### src/rtl/bin_to_bcd_seq.sv
// Sequential double-dabble binary-to-BCD converter that retires one input bit per clock.
// Optional macro BCD_LEADING_BLANK_EN replaces leading zero digits with 4'hF as the result is loaded.
module bin_to_bcd_seq #(
    parameter int WIDTH  = 10,
    parameter int DIGITS = 4
) (
    input  logic                  clk,
    input  logic                  rst_n,
    input  logic                  start,
    input  logic [WIDTH-1:0]      bin_in,
    output logic                  busy,
    output logic                  done,
    output logic [4*DIGITS-1:0]   bcd_out
);

    localparam int CW = $clog2(WIDTH + 1);

    localparam logic [1:0] ST_IDLE  = 2'd0;
    localparam logic [1:0] ST_SHIFT = 2'd1;
    localparam logic [1:0] ST_DONE  = 2'd2;

    logic [1:0]          state;
    logic [WIDTH-1:0]    bin_sr;
    logic [4*DIGITS-1:0] scr;
    logic [CW-1:0]       cnt;

    logic [4*DIGITS-1:0] scr_adj;
    logic [4*DIGITS-1:0] scr_next;
    logic [WIDTH-1:0]    bin_next;
    logic                last_shift;

    // Result shaping applied once, when the finished scratch value is copied to bcd_out.
    function automatic logic [4*DIGITS-1:0] format_bcd(input logic [4*DIGITS-1:0] v);
        logic [4*DIGITS-1:0] r;
`ifdef BCD_LEADING_BLANK_EN
        logic leading;
        r       = v;
        leading = 1'b1;
        for (int i = DIGITS - 1; i >= 1; i--) begin
            if (v[4*i +: 4] != 4'd0) begin
                leading = 1'b0;
            end
            if (leading) begin
                r[4*i +: 4] = 4'hF;
            end
        end
`else
        r = v;
`endif
        return r;
    endfunction

    // Add-3 correction on every digit that would overflow past 9 after the doubling shift.
    always_comb begin
        scr_adj = scr;
        for (int i = 0; i < DIGITS; i++) begin
            if (scr[4*i +: 4] >= 4'd5) begin
                scr_adj[4*i +: 4] = scr[4*i +: 4] + 4'd3;
            end
        end
    end

    assign scr_next   = {scr_adj[4*DIGITS-2:0], bin_sr[WIDTH-1]};
    assign bin_next   = bin_sr << 1;
    assign last_shift = (cnt == CW'(1));

    always_ff @(posedge clk or negedge rst_n) begin
        if (!rst_n) begin
            state   <= ST_IDLE;
            bin_sr  <= '0;
            scr     <= '0;
            cnt     <= '0;
            bcd_out <= '0;
        end else begin
            case (state)
                ST_IDLE: begin
                    if (start) begin
                        bin_sr <= bin_in;
                        scr    <= '0;
                        cnt    <= CW'(WIDTH);
                        state  <= ST_SHIFT;
                    end
                end
                ST_SHIFT: begin
                    scr    <= scr_next;
                    bin_sr <= bin_next;
                    cnt    <= cnt - CW'(1);
                    // Loading on the final shift makes bcd_out valid in the same cycle done is high.
                    if (last_shift) begin
                        bcd_out <= format_bcd(scr_next);
                        state   <= ST_DONE;
                    end
                end
                ST_DONE: begin
                    state <= ST_IDLE;
                end
                default: begin
                    state <= ST_IDLE;
                end
            endcase
        end
    end

    assign busy = (state == ST_SHIFT);
    assign done = (state == ST_DONE);

endmodule

### config.mk
export PLATFORM = sky130hd
export DESIGN_NAME = bin_to_bcd_seq
export DESIGN_NICKNAME = d
export VERILOG_FILES = /design/src/rtl/bin_to_bcd_seq.sv
export SDC_FILE = /design/constraint.sdc
export NUM_CORES = 1
export LEC_CHECK = 0
export BUFFER_PORTS_ARGS = -buffer_cell sky130_fd_sc_hd__buf_2
export CAP_MARGIN = 20
export CORE_ASPECT_RATIO = 1.2
export CORE_MARGIN = 2
export CORE_UTILIZATION = 57
export CTS_CLUSTER_DIAMETER = 200
export DETAILED_ROUTE_END_ITERATION = 16
export PLACE_DENSITY = 0.85
export SLEW_MARGIN = 0
export SYNTH_ARGS = -nofsm -noshare
export SYNTH_HDL_FRONTEND = slang
export SYNTH_SLANG_ARGS = --single-unit
export TNS_END_PERCENT = 20
### constraint.sdc
create_clock -name clk -period 2.1 [get_ports clk]
set_input_delay 0.525 -clock clk [delete_from_list [all_inputs] [get_ports clk]]
set_output_delay 0.525 -clock clk [all_outputs]
set_load 0.01 [all_outputs]
==> key figures <==
Worst setup path
  • R2r endpoint: bcd_out[10]
  • CP Class: flip-flop to primary output
  • R2r setup slk: 0.41 ns
  • Critical R2R Launch: scr[9]
  • Critical path's slowest cell: dfrtp_1
  • Crit path DAT: 1.25 ns
  • Critical path data required time: 1.57 ns
  • R2r worst-path depth: 6
  • Critical Path Sink Type: primary output
  • Crit path launch type: flip-flop
  • Max incr delay on CP: 0.38 ns
  • Crit-path cells: nand2b_1, inv_2, buf_2
  • CP max FO: 12

Clocking
  • PostCTS Resize Cnt: 0
  • TritonCTS clock tree: built
  • Clk buf depth: 2
  • Clock sinks: 48
  • # Post-CTS Setup Buffers: 0
  • TritonCTS Buffers: 5
  • Hold_buf cts: 0
  • Clk_lat worst skew: 0.31 ns
  • H-tree depth: 2
  • Clk slew on worst S/H paths: 0.09 ns
  • Root buf cell: clkbuf_8

Pwr
  • Peak VDD IR: 837 µV
  • Leakage: 1.23 nW
  • Power per Cell Area: 1530 nW/µm²

Detailed routing
  • Drt first pass iters: 4
  • Via count: 1801
  • Antenna Nets Post-Route: 0
  • DRT iter0 DRCs: 86
  • WL/cell: 14.4 µm
  • Drt total wl: 4.63 mm
  • Vias per cell: 5.61
  • # DRC: 0

Floorplan
  • Die width: 62.9 µm
  • Die area: 4700 µm²
  • Core region area: 3970 µm²
  • Rows: 25
  • Ports: 31
  • DIE HEIGHT: 74.7 µm
  • Starting Density: 0.597

Logic synthesis
  • Synthesized netlist net count: 255
  • Post-Synthesis Cell Area: 2370 µm²
  • Synth unique cells: 29
  • Synth Register Bits: 48
  • Sequential-to-total area share from yosys stat: 0.506
  • Top_reg_cell synth: dfrtp_1
  • Gate Count Post-Synth: 232
  • Synth warnings: 0
  • Asr flop ratio synth: 1.00
  • Post-synth EDFFs: 0
  • Avg Inst Size Synth: 10.2 µm²

Global routing
  • Gr ovfl total: 0
  • Pin count of the biggest net entering global routing: 49
  • Initial antenna violation count: 0
  • Vias in the first global route: 1775
  • Wire length of the first global-routing pass: 8.31 mm
  • Tot GR Track Use: 0.231

Layout
  • Layout Nets: 289
  • Register area: 1200 µm²
  • Multi-input logic area: 1060 µm²
  • ANT cells: 0
  • Final-layout fill cell count: 311
  • Layout cells sized above 1: 0.236
  • Area grow syn2layout: 13.1%
  • Final std cells w/o fill: 321

STA
  • Setup violations, final: 0
  • Final Worst Setup Slack: 0.330 ns
  • Clock skew: 0.00955 ns
  • Slew @ Worst Pin: 0.593 ns
  • RSZ-0062 raised after global routing: no
  • Max-slew violation count: 0
  • Hold Vio Cnt, Final: 0
  • Peak Freq: 565 MHz
  • Ratio of final minimum period to clock period: 0.843
  • Worst slew margin: 0.604
  • Fin Setup TNS: 0 ns
  • Fin crit period: 1.77 ns

Place
  • Final HPWL DP: 3.21 mm
  • Final GP Congestion: 0.793
  • Port Buffers: 30
  • Post-Place Cells: 313
  • Place WS: 0.447 ns

Outcome
  • Status: finished clean

Flow run
  • Max-cap check violation count: 0

Min path
  • HP Class: primary input to async pin
[critical path: cells and delay by family, from the launching register on]
| kind | cells | cell delay (ns) |
|---|---|---|
| buffers and inverters | 2 | 0.40 |
| AND/OR/NAND/NOR | 1 | 0.16 |
| flip-flops | 1 | 0.38 |
[registers in the layout, indices dropped and copies added (netlist names)]
name     flops
scr         16
state        2
bin_sr      10
cnt          4
bcd_out     16
[through the flow]
step / cell area, µm² / utilization / hold slack, ns / total power [mW]
2_1_floorplan: 2370 / - / 0.229 / 3.03
3_3_place_gp: 2590 / 0.651 / 0.462 / 3.45
3_5_place_dp: 2590 / 0.651 / 0.478 / 3.57
4_1_cts: 2680 / 0.676 / 0.322 / 4.15
5_1_grt: 2680 / 0.676 / 0.357 / 4.50
6_report: 2680 / 0.676 / 0.304 / 4.12
[cell families after synthesis]
logic type | Yosys count | share of synthesized area
AND/OR/NAND/NOR | 56 | 0.135
XOR/XNOR | 4 | 0.0148
multiplexers | 9 | 0.0469
buffers and inverters | 23 | 0.0474
adder cells (fa/ha/maj) | 10 | 0.0527
flip-flops | 48 | 0.506
AO/OA/AOI/OAI | 82 | 0.197
[power breakdown]
group          switching [mW]  internal (mW)  leakage, nW  total [mW]
Combinational            1.00          0.857        0.578        1.86
Sequential              0.342           1.34        0.606        1.68
Clock                   0.313          0.267       0.0434       0.580
[layout by cell type, fill, tap and decap left out, types with 8 or more instances in the layout]
| master | netlist | final |
|---|---|---|
| dfrtp_1 | 48 | 48 |
| o21ai_0 | 35 | 35 |
| buf_2 | 1 | 30 |
| a21oi_1 | 23 | 23 |
| nand2_1 | 22 | 22 |
| nor2b_1 | 13 | 13 |
| inv_1 | 10 | 10 |
| ha_1 | 10 | 10 |
| a22oi_1 | 9 | 9 |
| buf_4 | 0 | 8 |
[cells in the mapped netlist, types with 3 or more instances]
master | n | area, µm²
a21oi_1 | 23 | 115
clkbuf_1 | 7 | 26.3
nor3b_1 | 3 | 22.5
mux2_2 | 5 | 56.3
dfrtp_1 | 48 | 1200
nand2b_1 | 6 | 37.5
nand2_1 | 22 | 82.6
a22oi_1 | 9 | 67.6
o21ai_0 | 35 | 175
buf_6 | 3 | 33.8
a31oi_1 | 4 | 25.0
nor2b_1 | 13 | 81.3
nor3_1 | 5 | 25.0
inv_1 | 10 | 37.5
ha_1 | 10 | 125
xnor2_1 | 4 | 35.0
mux2_4 | 3 | 45.0
or3b_2 | 4 | 35.0
a22o_1 | 5 | 43.8
o21ai_1 | 4 | 20.0
[routing by layer]
metal	routed length (µm)	global-route usage
met1	2080	0.293
met2	2290	0.397
met3	188	0.0493
met4	67	0.0840
met5	0	0
[how the worst max path moves through the flow]
stage / startpoint / end / slack (ns) / cells past startpoint
finish: state[1] / busy / 0.33 / 3
CTS: state[1] / busy / 0.32 / 3
global route: state[1] / busy / 0.25 / 3
floorplan: state[1] / busy / 0.57 / 5
global placement: scr[0] / bcd_out[2] / 0.50 / 6
detailed placement: scr[8] / bcd_out[10] / 0.45 / 6
[final cells by class]
class / count / share of cell area
timing repair buffer: 38 / 0.0783
tap: 54 / 0.0252
multi-input combinational: 161 / 0.395
inverter: 12 / 0.0177
sequential: 48 / 0.448
clock inverter: 2 / 0.00559
clock buffer: 6 / 0.0308
Note: power is estimated with default switching activity, not from simulation.
